### config.mk
export PLATFORM = sky130hd
export DESIGN_NAME = i2c_responder_flat
export DESIGN_NICKNAME = d
export VERILOG_FILES = /design/src/rtl/i2c_pkg.sv /design/src/rtl/i2c_responder_if.sv /design/src/rtl/i2c_line_sync.sv /design/src/rtl/i2c_responder.sv /design/src/flat_wrapper.sv
export SDC_FILE = /design/constraint.sdc
export NUM_CORES = 1
export LEC_CHECK = 0
export ABC_AREA = 0
export BUFFER_PORTS_ARGS = -buffer_cell sky130_fd_sc_hd__buf_2
export CAP_MARGIN = 20
export CORE_MARGIN = 8
export CORE_UTILIZATION = 40
export CTS_CLUSTER_DIAMETER = 60
export DETAILED_ROUTE_END_ITERATION = 10
export PLACE_DENSITY = 0.62
export SLEW_MARGIN = 0
export SYNTH_ARGS = -nofsm -noshare
export SYNTH_HDL_FRONTEND = slang
export SYNTH_SLANG_ARGS = --single-unit
### constraint.sdc
create_clock -name clock -period 4.85 [get_ports clock]
set_clock_uncertainty 0.15 [all_clocks]
set_input_delay 0.485 -clock clock [delete_from_list [all_inputs] [get_ports clock]]
set_output_delay 0.485 -clock clock [all_outputs]
set_load 0.02 [all_outputs]
### src/rtl/i2c_pkg.sv
// Shared definitions for the I2C target responder.
// State encoding, ACK/NACK levels and the default device address.
package i2c_pkg;

    localparam logic [2:0] stIdle     = 3'd0;
    localparam logic [2:0] stAddr     = 3'd1;
    localparam logic [2:0] stAddrAck  = 3'd2;
    localparam logic [2:0] stWrByte   = 3'd3;
    localparam logic [2:0] stWrAck    = 3'd4;
    localparam logic [2:0] stRdByte   = 3'd5;
    localparam logic [2:0] stRdAck    = 3'd6;
    localparam logic [2:0] stWaitStop = 3'd7;

    typedef enum logic [2:0] {
        IDLE      = stIdle,
        ADDR      = stAddr,
        ADDR_ACK  = stAddrAck,
        WR_BYTE   = stWrByte,
        WR_ACK    = stWrAck,
        RD_BYTE   = stRdByte,
        RD_ACK    = stRdAck,
        WAIT_STOP = stWaitStop
    } stateT;

    localparam logic ACK  = 1'b0;
    localparam logic NACK = 1'b1;

    localparam logic [6:0] defaultAddress = 7'b1001000;

endpackage

### src/rtl/i2c_responder_if.sv
// Bus pins plus user-side byte handshake of the I2C responder.
// slave: responder side; master: bus/user side driving it.
interface i2c_responder_if;

    logic       SCL;
    logic       SDAin;
    logic       SDAdrive;
    logic [7:0] TxData;
    logic       TxRequest;
    logic [7:0] RxData;
    logic       RxValid;
    logic       Addressed;

    modport slave (
        input  SCL, SDAin, TxData,
        output SDAdrive, TxRequest,
        output RxData, RxValid, Addressed
    );

    modport master (
        output SCL, SDAin, TxData,
        input  SDAdrive, TxRequest,
        input  RxData, RxValid, Addressed
    );

endinterface

### src/rtl/i2c_line_sync.sv
// Synchronizer chain plus history flop for one async bus line.
// Ports: clock, Reset, pin in; level, rise, fall out.
module i2c_line_sync #(
    parameter int SyncStages = 2
) (
    input  logic clock,
    input  logic Reset,
    input  logic pin,
    output logic level,
    output logic rise,
    output logic fall
);

    logic [SyncStages-1:0] syncQ;
    logic                  history;

    // Cleared to 0: a line idling high afterwards shows as a
    // rise on both lines at once, which decodes as a harmless STOP.
    always_ff @(posedge clock or posedge Reset) begin
        if (Reset) begin
            syncQ   <= '0;
            history <= 1'b0;
        end else begin
            syncQ   <= {syncQ[SyncStages-2:0], pin};
            history <= syncQ[SyncStages-1];
        end
    end

    assign level = syncQ[SyncStages-1];
    assign rise  = level & ~history;
    assign fall  = ~level & history;

endmodule

### src/rtl/i2c_responder.sv
// I2C target: START/STOP detect, address match, byte write/read.
// Ports: clock, Reset, bus (SCL/SDA pins, Tx/Rx byte handshake).
module i2c_responder
    import i2c_pkg::*;
#(
    parameter logic [6:0] DeviceAddress = defaultAddress,
    parameter int         SyncStages    = 2
) (
    input logic              clock,
    input logic              Reset,
    i2c_responder_if.slave   bus
);

    logic sclLevel, sclRise, sclFall;
    logic sdaLevel, sdaRise, sdaFall;
    logic start, stop;

    i2c_line_sync #(.SyncStages(SyncStages)) sclSync (
        .clock (clock),
        .Reset (Reset),
        .pin   (bus.SCL),
        .level (sclLevel),
        .rise  (sclRise),
        .fall  (sclFall)
    );

    i2c_line_sync #(.SyncStages(SyncStages)) sdaSync (
        .clock (clock),
        .Reset (Reset),
        .pin   (bus.SDAin),
        .level (sdaLevel),
        .rise  (sdaRise),
        .fall  (sdaFall)
    );

    assign start = sdaFall & sclLevel;
    assign stop  = sdaRise & sclLevel;

    stateT       state, stateN;
    logic [3:0]  bitCnt, bitCntN;
    logic [7:0]  shiftQ, shiftN;
    logic [7:0]  rxDataQ, rxDataN;
    logic        rxValidQ, rxValidN;
    logic        driveQ, driveN;
    logic        addrQ, addrN;
    logic        txReq;

    always_ff @(posedge clock or posedge Reset) begin
        if (Reset) begin
            state    <= IDLE;
            bitCnt   <= '0;
            shiftQ   <= '0;
            rxDataQ  <= '0;
            rxValidQ <= 1'b0;
            driveQ   <= 1'b0;
            addrQ    <= 1'b0;
        end else begin
            state    <= stateN;
            bitCnt   <= bitCntN;
            shiftQ   <= shiftN;
            rxDataQ  <= rxDataN;
            rxValidQ <= rxValidN;
            driveQ   <= driveN;
            addrQ    <= addrN;
        end
    end

    always_comb begin
        stateN   = state;
        bitCntN  = bitCnt;
        shiftN   = shiftQ;
        rxDataN  = rxDataQ;
        rxValidN = 1'b0;
        driveN   = driveQ;
        addrN    = addrQ;
        txReq    = 1'b0;

        if (stop) begin
            stateN = IDLE;
            driveN = 1'b0;
            addrN  = 1'b0;
        end else if (start) begin
            stateN  = ADDR;
            bitCntN = '0;
            driveN  = 1'b0;
            addrN   = 1'b0;
        end else begin
            unique case (state)
                IDLE: ;

                ADDR: begin
                    if (sclRise) begin
                        shiftN  = {shiftQ[6:0], sdaLevel};
                        bitCntN = bitCnt + 4'd1;
                        if (bitCnt == 4'd7) begin
                            if (shiftN[7:1] == DeviceAddress) begin
                                stateN = ADDR_ACK;
                                addrN  = 1'b1;
                            end else begin
                                stateN = WAIT_STOP;
                            end
                        end
                    end
                end

                // First fall pulls SDA low; the fall after the ACK
                // slot either releases it or presents the read MSB.
                // shiftQ[0] still holds the R/W bit here.
                ADDR_ACK: begin
                    if (sclFall) begin
                        if (!driveQ) begin
                            driveN = 1'b1;
                        end else if (!shiftQ[0]) begin
                            driveN  = 1'b0;
                            bitCntN = '0;
                            stateN  = WR_BYTE;
                        end else begin
                            txReq   = 1'b1;
                            shiftN  = bus.TxData;
                            driveN  = ~bus.TxData[7];
                            bitCntN = 4'd1;
                            stateN  = RD_BYTE;
                        end
                    end
                end

                WR_BYTE: begin
                    if (sclRise) begin
                        shiftN  = {shiftQ[6:0], sdaLevel};
                        bitCntN = bitCnt + 4'd1;
                        if (bitCnt == 4'd7) begin
                            rxDataN  = shiftN;
                            rxValidN = 1'b1;
                            stateN   = WR_ACK;
                        end
                    end
                end

                WR_ACK: begin
                    if (sclFall) begin
                        if (!driveQ) begin
                            driveN = 1'b1;
                        end else begin
                            driveN  = 1'b0;
                            bitCntN = '0;
                            stateN  = WR_BYTE;
                        end
                    end
                end

                // bitCnt counts bits already presented on SDA.
                RD_BYTE: begin
                    if (sclFall) begin
                        if (bitCnt == 4'd8) begin
                            driveN = 1'b0;
                            stateN = RD_ACK;
                        end else begin
                            shiftN  = {shiftQ[6:0], 1'b0};
                            driveN  = ~shiftQ[6];
                            bitCntN = bitCnt + 4'd1;
                        end
                    end
                end

                // Entered on a fall, so the next fall always follows
                // an ACK rise; a NACK leaves before it.
                RD_ACK: begin
                    if (sclRise && sdaLevel == NACK) begin
                        stateN = WAIT_STOP;
                    end else if (sclFall) begin
                        txReq   = 1'b1;
                        shiftN  = bus.TxData;
                        driveN  = ~bus.TxData[7];
                        bitCntN = 4'd1;
                        stateN  = RD_BYTE;
                    end
                end

                WAIT_STOP: ;

                default: stateN = IDLE;
            endcase
        end
    end

    assign bus.SDAdrive  = driveQ;
    assign bus.TxRequest = txReq;
    assign bus.RxData    = rxDataQ;
    assign bus.RxValid   = rxValidQ;
    assign bus.Addressed = addrQ;

endmodule

### src/flat_wrapper.sv
// flat-port wrapper written by rule: the top's interface ports become plain ports
module i2c_responder_flat import i2c_pkg::*;
#(
    parameter logic [6:0] DeviceAddress = defaultAddress,
    parameter int         SyncStages    = 2
)
  (clock, Reset, bus_SCL, bus_SDAin, bus_TxData, bus_SDAdrive, bus_TxRequest, bus_RxData, bus_RxValid, bus_Addressed);
  i2c_responder_if bus_i ();
  input logic clock;
  input logic Reset;
  input wire logic [$bits(bus_i.SCL)-1:0] bus_SCL;
  input wire logic [$bits(bus_i.SDAin)-1:0] bus_SDAin;
  input wire logic [$bits(bus_i.TxData)-1:0] bus_TxData;
  output wire logic [$bits(bus_i.SDAdrive)-1:0] bus_SDAdrive;
  output wire logic [$bits(bus_i.TxRequest)-1:0] bus_TxRequest;
  output wire logic [$bits(bus_i.RxData)-1:0] bus_RxData;
  output wire logic [$bits(bus_i.RxValid)-1:0] bus_RxValid;
  output wire logic [$bits(bus_i.Addressed)-1:0] bus_Addressed;
  assign bus_i.SCL = bus_SCL;
  assign bus_i.SDAin = bus_SDAin;
  assign bus_i.TxData = bus_TxData;
  assign bus_SDAdrive = bus_i.SDAdrive;
  assign bus_TxRequest = bus_i.TxRequest;
  assign bus_RxData = bus_i.RxData;
  assign bus_RxValid = bus_i.RxValid;
  assign bus_Addressed = bus_i.Addressed;
  i2c_responder #(.DeviceAddress(DeviceAddress), .SyncStages(SyncStages)) u_core (.clock(clock), .Reset(Reset), .bus(bus_i));
endmodule
; ---- Word-level counts from Yosys, hierarchy flattened
; Cells that the tools add are included.
[word_totals]
out_inout_bits = 12
ff_bits = 31
elab_cells = 152
[op_classes]
n_eq_ne = 39
n_bitwise = 14
reduce_logical = 17
mux = 69
n_addsub = 1
[ops]
columns = operator, n
row1 = 7-bit 2-to-1 mux, 8
row2 = 3-bit 2-to-1 mux, 16
row3 = "4-bit by 1-bit != test with 1-bit output, second input constant", 11
row4 = 4-bit 2-to-1 mux, 10
row5 = 1-bit 2-to-1 mux, 30
row6 = 7-bit case mux with 4 select lines, 1
row7 = 11-bit AND reduction, 2
row8 = "3-bit by 1-bit != test with 1-bit output, second input constant", 7
row9 = 4-bit case mux with 5 select lines, 1
row10 = 3-bit case mux with 6 select lines, 1
row11 = "2-bit by 1-bit != test with 1-bit output, second input constant", 6
row12 = 12-bit AND reduction, 1
row13 = 3-bit nonzero test, 4
row14 = 6-bit nonzero test, 2
row15 = 10-bit AND reduction, 1
row16 = "3-bit equality test, second input constant", 3
row17 = 1-bit NOT, 8
row18 = 8-bit nonzero test, 1
row19 = "7-bit equality test, second input constant", 1
row20 = 1-bit AND, 6
row21 = "3-bit by 2-bit equality test with 1-bit output, second input constant", 2
row22 = "3-bit by 2-bit != test with 1-bit output, second input constant", 2
row23 = 6-bit AND reduction, 1
row24 = "5-bit by 1-bit != test with 1-bit output, second input constant", 1
row25 = other kinds (13), 14

; ---- Longest topological paths before layout
; Gate-level depths: netlist of the first run.
[logic_depth]
ltp_word = 7
depth_mapped = 7
mapped_depth_nobuf = 7

; ---- Hierarchy
; A second synthesis of the first run with hierarchy kept.
[unflattened]
hier_cells = 173
area_unflattened_um2 = 1785.5
[by_module_without_submodules]
columns = mod, area_per_inst_um2, seq_area_each_um2, n_inst, cells_each
row1 = i2c_responder, 1597.8, 625.6, 1, 161
row2 = i2c_line_sync, 93.8, 75.1, 2, 6

; ---- Worst setup path before layout of the first run
; OpenSTA, ideal clock, no wires.
[synth_path]
path_kind = flip-flop to flip-flop
startpoint = register u_core.bitCnt[0]
endpoint = register u_core.bitCnt[3]
required_ns = 4.631
arrival_ns = 1.830
synth_period_minus_slack_ns = 2.048
setup_ns = 0.069
n_path_buf = 0
slack_ns = 2.802
stages_incl_launch_ff = 8
cell_sequence = dfrtp_1 > inv_1 > ha_1 > and3b_1 > o311a_4 > o2bb2ai_4 > or4_1 > nand3_1
[synth_via]
elab_chain_len = 5
word_cells_on_any_way = 9
[synth_rtl]
columns = element, line
row1 = "start, declared", i2c_responder.sv:40  ; logic [3:0] bitCnt, bitCntN;
row2 = "start signal, assigned", i2c_responder.sv:59  ; bitCnt <= bitCntN;
row3 = 4-bit by 1-bit adder with 4-bit output, "i2c_responder.sv:94, i2c_responder.sv:130, i2c_responder.sv:160"
row4 = 4-bit 2-to-1 mux, i2c_responder.sv:154  ; if (bitCnt == 4'd8) begin
row5 = 4-bit 2-to-1 mux, i2c_responder.sv:153  ; if (sclFall) begin
row6 = 4-bit case mux with 5 select lines, i2c_responder.sv:88  ; unique case (state)
row7 = 4-bit 2-to-1 mux, i2c_responder.sv:82  ; end else if (start) begin
; Parallel ways exist; a longest one is shown, timed or not. The select of a mux whose other input is x is not followed.
; A chain may end at the register's enable or synchronous reset.

; ---- Worst setup path after layout of the first run
[layout_path]
startpoint = register u_core.state[2]
endpoint = register u_core.rxDataQ[4], in the netlist u_core.bus.RxData[4]
[layout_via]
elab_chain_len = 2
[layout_rtl]
columns = element, line
row1 = "start, declared", i2c_responder.sv:39  ; stateT state, stateN;
row2 = "start signal, assigned", i2c_responder.sv:58  ; state <= stateN;
row3 = 3-bit by 2-bit equality test with 1-bit output, i2c_responder.sv:88
row4 = 5-bit AND reduction (no source line), -
row5 = "end signal, assigned", i2c_responder.sv:61  ; rxDataQ <= rxDataN;
row6 = "end, declared", i2c_responder.sv:42  ; logic [7:0] rxDataQ, rxDataN;
; Every way passes these cells.

==> results of run 1 <==
[power groups by stage]
| stage | Clock [W] | Sequential (W) | Combinational (W) |
|---|---|---|---|
| floorplan | 0 | 0.000350 | 0.000441 |
| global placement | 0 | 0.000415 | 0.000461 |
| detailed placement | 0 | 0.000418 | 0.000474 |
| CTS | 0.000268 | 0.000412 | 0.000477 |
| global route | 0.000284 | 0.000427 | 0.000536 |
| finish | 0.000260 | 0.000414 | 0.000481 |
[metrics by stage]
| stage | hold WS (ns) | total power, W | cells | instance area, sq um | util, % |
|---|---|---|---|---|---|
| 6_report | 0.0535 | 0.00116 | 252 | 2070 | 48.2 |
| 3_5_place_dp | 0.187 | 0.000892 | 244 | 1950 | 45.4 |
| 5_1_grt | 0.0850 | 0.00125 | 252 | 2070 | 48.2 |
| 4_1_cts | 0.0614 | 0.00116 | 252 | 2070 | 48.2 |
| 3_3_place_gp | 0.182 | 0.000876 | 243 | 1920 | 44.8 |
| 2_1_floorplan | 0.181 | 0.000791 | 174 | 1770 | - |
[cell usage in the layout (no fill, tap or decap), types with 3 or more instances in the layout]
master / synthesis / routed
a22o_1: 5 / 5
a21oi_1: 8 / 8
mux2_2: 12 / 12
nor2_1: 8 / 8
o21ai_0: 9 / 9
buf_2: 4 / 23
a211oi_1: 3 / 3
o211ai_1: 3 / 3
nand2b_1: 3 / 3
inv_1: 7 / 7
nor2b_1: 4 / 4
dfrtp_1: 31 / 31
clkbuf_8: 0 / 6
nand2_1: 17 / 17
nand3b_1: 3 / 3
nor3_1: 5 / 5
[sequential cells by signal (all words and copies together), names as in the netlist, 2 cells and up]
register,cells
u_core.sdaSync.syncQ,2
u_core.sclSync.syncQ,2
u_core.state,3
u_core.bus.RxData,8
u_core.bitCnt,4
u_core.shiftQ,7
[worst max-delay path, cell delays in order (launching register included)]
cell	delay, ns
dfrtp_1	0.63
nand2b_1	0.32
nor4_1	0.45
nor3b_1	0.24
buf_4	0.21
mux2_2	0.34
[cell type report]
class / instances / area share, %
well taps: 52 / 3.15
repair buffers: 25 / 7.26
multi-input cells: 129 / 45.1
clock buffers: 6 / 3.99
inverters: 7 / 1.27
clock inverters: 2 / 1.69
flip-flops and latches: 31 / 37.5
[layer usage]
| layer | GRT usage [%] | wire [um] | up-vias |
|---|---|---|---|
| met3 | 3.90 | 213 | 6 |
| met4 | 6.14 | 48 | 0 |
| li1 | - | - | 700 |
| met5 | 0 | 0 | - |
| met2 | 20.5 | 1890 | 49 |
| met1 | 16.3 | 1900 | 703 |
[logic make-up (layout without fill, tap and decap cells)]
logic type	after synthesis	in the layout	synth area share, %
and+or+nand+nor	58	58	18.0
AOI/OAI and AO/OA	51	51	22.4
DFF	31	31	43.9
muxes	16	16	10.1
buffers and inverters	14	40	3.26
adders and majority gates	2	2	1.42
xor gates and xnor gates	2	2	0.992
[final timing paths]
kind	startpoint	endpoint	slack [ns]	depth (start not counted)
max	u_core.state[2]$_DFFE_PP0P_	u_core.bus.RxData[4]$_DFFE_PP0P_	2.38	5
min in group clock	bus_SDAin	u_core.sdaSync.syncQ[0]$_DFF_PP0_	0.17	1
max reg2reg	u_core.state[2]$_DFFE_PP0P_	u_core.bus.RxData[4]$_DFFE_PP0P_	2.38	5
min reg2reg	u_core.sdaSync.syncQ[0]$_DFF_PP0_	u_core.sdaSync.syncQ[1]$_DFF_PP0_	0.20	0
max in group asynchronous	Reset	u_core.bus.RxData[7]$_DFFE_PP0P_	4.04	3
min	Reset	u_core.bitCnt[0]$_DFFE_PP0P_	0.05	2
==> summary.txt, run 1 <==
Status: complete, no violations
Setup WS pre-CTS: 2.38 ns
Min cycle time layout: 2.47 ns
Core Region: 4290 sq um
Total grt overflow: 0
Switching power: 0.000465 W
CP Class: reg -> reg
# IOs: 24
Vias: 1458
Combinational fraction of design power: 41.7%
Synth top area cells: dfrtp_1, mux2_2, nand2_1
Sequential cell area fraction in the yosys report: 43.9%
Commonest cells post-synth: dfrtp_1, nand2_1, mux2_2
First-pass GRT wire length: 7040 um
Biggest area consumer among synthesized cells: dfrtp_1
Synth Register Bits: 31
Synth top area share: 43.9%
# fillers: 403
Path type of the worst min-delay path: in -> async
PnR worst setup slack: 2.38 ns
Final nets: 213
CTS Buf Count: 5
Initial antenna violation count: 0
Max Fanout on Critical Path: 23
Num rows: 24
Flop pwr share: 35.8%
Ratio of cells with drive above 1 in the final layout: 26.5%
Type of origin of the critical path: register
Initial Utilization: 41.1%
Worst-margin pin slew: 0.691 ns
Yosys cell types: 50
ANT cells: 0
Post-synth EDFFs: 0
Footprint of the multi-input gates: 933 sq um
PostCTS Resize Cnt: 0
Slew Viols, Final: 0
Sw Ratio: 40.3%
Ys flop type: dfrtp_1
Post-CTS Hold Buffers: 0
# clock sinks: 31
VDD IR max: 271 uV
GP Congestion: 0.888
Crit. End Element: register
Die ar.: 6800 sq um
WL final: 4060 um
Setup_tns: 0 ns
Clock share of power: 22.5%
PD cells: 559 nW/um^2
Clock Tree Buf Depth: 2
Drt wl/cell: 16.1 um
RSZ-0062 raised after global routing: no
Setup bufs post-CTS: 0
Slew headroom: 54.0%
Clock Latency Late Sink: 0.27 ns
Clk slew on worst S/H paths: 0.07 ns
Vias in the first global route: 1485
Hold Violations, Final: 0
Pin count of the biggest net entering global routing: 24
Most frequent cell after synthesis: dfrtp_1
I/O Buffers: 23
Async set-reset flop share out of synthesis: 100%
GRT Util Overall: 13.2%
Post-DP HPWL: 3010 um
CTS H-Tree Depth: 2
Finish-stage setup viols: 0
First-pass detailed-route iteration total: 4
Arrival time worst endpoint: 2.48 ns
CTS tree: built
Iteration-0 DRC Markers: 204
Internal power: 0.000690 W
DR DRC count: 0
Die height: 82.5 um
Storage cell area: 776 sq um
Synth Net Count: 188
Syn avg cell area: 10.2 sq um
Area grow syn2layout: 17.1%
Required time of the critical path: 4.86 ns
Ys Warns: 0
Antenna-violating nets left: 0
Root buf cell: clkbuf_8
Final Cycle Share: 50.9%
Die X: 82.5 um
Fmax: 405 MHz
Max cap viols: 0
Static leakage: 0.972 nW
Cell count after synthesis: 174
Via/cell ratio: 5.79
Post-Syn Area: 1770 sq um
(Power assumes the default switching activity.)
==> inputs of run 2 (changes only) <==
--- a/config.mk
+++ b/config.mk
@@ -12,7 +12,7 @@
 export CORE_UTILIZATION = 40
 export CTS_CLUSTER_DIAMETER = 60
 export DETAILED_ROUTE_END_ITERATION = 10
-export PLACE_DENSITY = 0.62
+export PLACE_DENSITY = 0.64
 export SLEW_MARGIN = 0
 export SYNTH_ARGS = -nofsm -noshare
 export SYNTH_HDL_FRONTEND = slang
==> constraint.sdc (replaced) <==
create_clock -name clock -period 2.2 [get_ports clock]
set_clock_uncertainty 0.15 [all_clocks]
set_input_delay 0.22 -clock clock [delete_from_list [all_inputs] [get_ports clock]]
set_output_delay 0.22 -clock clock [all_outputs]
set_load 0.02 [all_outputs]
==> summary.txt, run 2 (synthesis gave the netlist of run 1 again) <==
Status: complete, no violations (unchanged)
Finish-stage setup viols: 0 (unchanged)
Arrival time worst endpoint: 2.25 ns (was 2.48 ns)
Fmax: 462 MHz (was 405 MHz)
Layout Utilization: 53.4% (was 48.2%)
First-pass GRT wire length: 6980 um (was 7040 um)
CTS tree: built (unchanged)
ANT cells: 0 (unchanged)
Vias: 1520 (was 1458)
Max Fanout on Critical Path: 5 (was 23)
GRT Util Overall: 13.7% (was 13.2%)
Max cap viols: 0 (unchanged)
RSZ-0062 raised after global routing: yes (was no)
Total grt overflow: 0 (unchanged)
Cell family with most CP delay: simple AND/OR/NAND/NOR gates (unchanged)
Clk slew on worst S/H paths: 0.07 ns (about the same)
Die height: 82.5 um (unchanged)
Reg-to-reg critical path startpoint: u_core.bitCnt[0]$_DFFE_PP0P_ (was u_core.state[2]$_DFFE_PP0P_)
Initial Utilization: 41.1% (unchanged)
I/O Buffers: 23 (unchanged)
Overall Power: 0.00284 W (was 0.00116 W)
Post-Place Cells: 260 (was 244)
Static leakage: 1.09 nW (was 0.972 nW)
Via/cell ratio: 5.47 (was 5.79)
Worst Hold Depth: 3
Hold path endpoint: u_core.shiftQ[3]$_DFFE_PP0P_
Area grow syn2layout: 29.9% (was 17.1%)
# clock sinks: 31 (unchanged)
Placed instance area: 2050 sq um (was 1950 sq um)
R2R Path End: u_core.bitCnt[2]$_DFFE_PP0P_ (was u_core.bus.RxData[4]$_DFFE_PP0P_)
Commonest cells after routing, fill and taps aside: dfrtp_1, buf_4, buf_2, nand2_1, mux2_2 (was dfrtp_1, buf_2, nand2_1, mux2_2, o21ai_0)
Max stage delay cell, worst path: dfrtp_1 (unchanged)
Ratio of cells with drive above 1 in the final layout: 38.1% (was 26.5%)
Drt wl/cell: 16.0 um (was 16.1 um)
# IOs: 24 (unchanged)
Initial antenna violation count: 0 (unchanged)
GP Congestion: 0.869 (was 0.888)
PD cells: 1240 nW/um^2 (was 559 nW/um^2)
Fin area: 2290 sq um (was 2070 sq um)
Most common cell after layout, fill and taps aside: dfrtp_1 (unchanged)
Setup_tns: 0 ns (unchanged)
Core Region: 4290 sq um (unchanged)
CTS Buf Count: 5 (unchanged)
Clock Tree Buf Depth: 2 (unchanged)
Slew Viols, Final: 0 (unchanged)
# fillers: 396 (was 403)
Slew headroom: 68.8% (was 54.0%)
Post-DP HPWL: 3170 um (was 3010 um)
Antenna-violating nets left: 0 (unchanged)
Min cycle time layout: 2.16 ns (was 2.47 ns)
WL final: 4460 um (was 4060 um)
Clock Latency Late Sink: 0.29 ns (was 0.27 ns)
Pin count of the biggest net entering global routing: 32 (was 24)
Vias in the first global route: 1466 (was 1485)
DR DRC count: 0 (unchanged)
First-pass detailed-route iteration total: 4 (unchanged)
Iteration-0 DRC Markers: 128 (was 204)
Die ar.: 6800 sq um (unchanged)
Path type of the worst min-delay path: in -> reg (was in -> async)
Reg2Reg Setup Slack: 0.04 ns (was 2.38 ns)
CP Class: reg -> reg (unchanged)
CP Cell Sequence: inv_2 -> ha_2 -> and3b_2 -> o311a_4 -> o2bb2ai_4 -> buf_6 -> or3_1 -> nand3_1 (was nand2b_1 -> nor4_1 -> nor3b_1 -> buf_4 -> mux2_2)
Crit. End Element: register (unchanged)
Max reg flops: 8 (unchanged)
Die X: 82.5 um (unchanged)
Layout Cells excl Fill: 278 (was 252)
CTS H-Tree Depth: 2 (unchanged)
Type of origin of the critical path: register (unchanged)
VDD IR max: 486 uV (was 271 uV)
Worst-margin pin slew: 0.465 ns (was 0.691 ns)
Required time of the critical path: 2.28 ns (was 4.86 ns)
Num rows: 24 (unchanged)
Final nets: 239 (was 213)
Hold Violations, Final: 0 (unchanged)
Hold Path Origin: bus_TxData[3]
Final Cycle Share: 98.4% (was 50.9%)
Worst Path Buf+Inv: 2 (was 1)
CP max stage delay: 0.40 ns (was 0.63 ns)
FF-to-FF path depth: 8 (was 5)
Root buf cell: clkbuf_8 (unchanged)
==> run 2: what timing repair did <==
item / CTS / global route
buffers inserted: 0 / 6
setup endpoints to repair: 0 / 14
gates resized for setup: 0 / 16
endpoints found under the hold margin: 33 / 0
hold buffers: 3 / 0
==> run 2: tightest hold or removal path, stage by stage <==
cell    delay [ns]
buf_2         0.08
a22o_1        0.11
mux2_2        0.13
==> run 2: layer usage <==
| metal | vias to the layer above | wire length (um) | global-route usage [%] |
|---|---|---|---|
| met5 | - | 0 | 0 |
| met4 | 0 | 99 | 6.49 |
| met3 | 11 | 322 | 5.95 |
| met2 | 48 | 1910 | 19.3 |
| met1 | 709 | 2130 | 17.6 |
| li1 | 752 | - | - |
==> run 2: final cells by class <==
type	instances	area [sq um]	area share, %
Sequential cell	31	777	33.9
Clock inverter	3	43.8	1.91
Clock buffer	5	68.8	3.00
Tap cell	52	65.1	2.84
Inverter	7	26.3	1.15
Multi-Input combinational cell	129	973	42.4
Timing Repair Buffer	51	340	14.8
==> run 2: power breakdown <==
| part | leakage [nW] | switching (W) | internal (W) |
|---|---|---|---|
| clock network | 0.0581 | 0.000224 | 0.000337 |
| registers | 0.404 | 0.000129 | 0.000680 |
| logic | 0.630 | 0.000771 | 0.000699 |
==> run 2: through the flow <==
step / setup WS, ns / hold slack [ns]
detailed placement: 0.0513 / 0.168
finish: 0.0361 / 0.120
global placement: 0.0971 / 0.162
global route: -0.0342 / 0.117
CTS: 0.0272 / 0.107
floorplan: 0.152 / 0.101
==> run 2: worst max path at each step <==
| stage | start | end | slack (ns) | cells past startpoint |
|---|---|---|---|---|
| 3_5_place_dp | u_core.bitCnt[0]$_DFFE_PP0P_ | u_core.bitCnt[3]$_DFFE_PP0P_ | 0.05 | 7 |
| 2_1_floorplan | u_core.bitCnt[0]$_DFFE_PP0P_ | u_core.bitCnt[3]$_DFFE_PP0P_ | 0.15 | 7 |
| 3_3_place_gp | u_core.bitCnt[0]$_DFFE_PP0P_ | u_core.bitCnt[3]$_DFFE_PP0P_ | 0.1 | 7 |
| 5_1_grt | u_core.bitCnt[1]$_DFFE_PP0P_ | u_core.bus.RxData[5]$_DFFE_PP0P_ | -0.03 | 7 |
| 4_1_cts | u_core.bitCnt[0]$_DFFE_PP0P_ | u_core.bitCnt[3]$_DFFE_PP0P_ | 0.03 | 7 |
| 6_report | u_core.bitCnt[0]$_DFFE_PP0P_ | u_core.bitCnt[2]$_DFFE_PP0P_ | 0.04 | 8 |
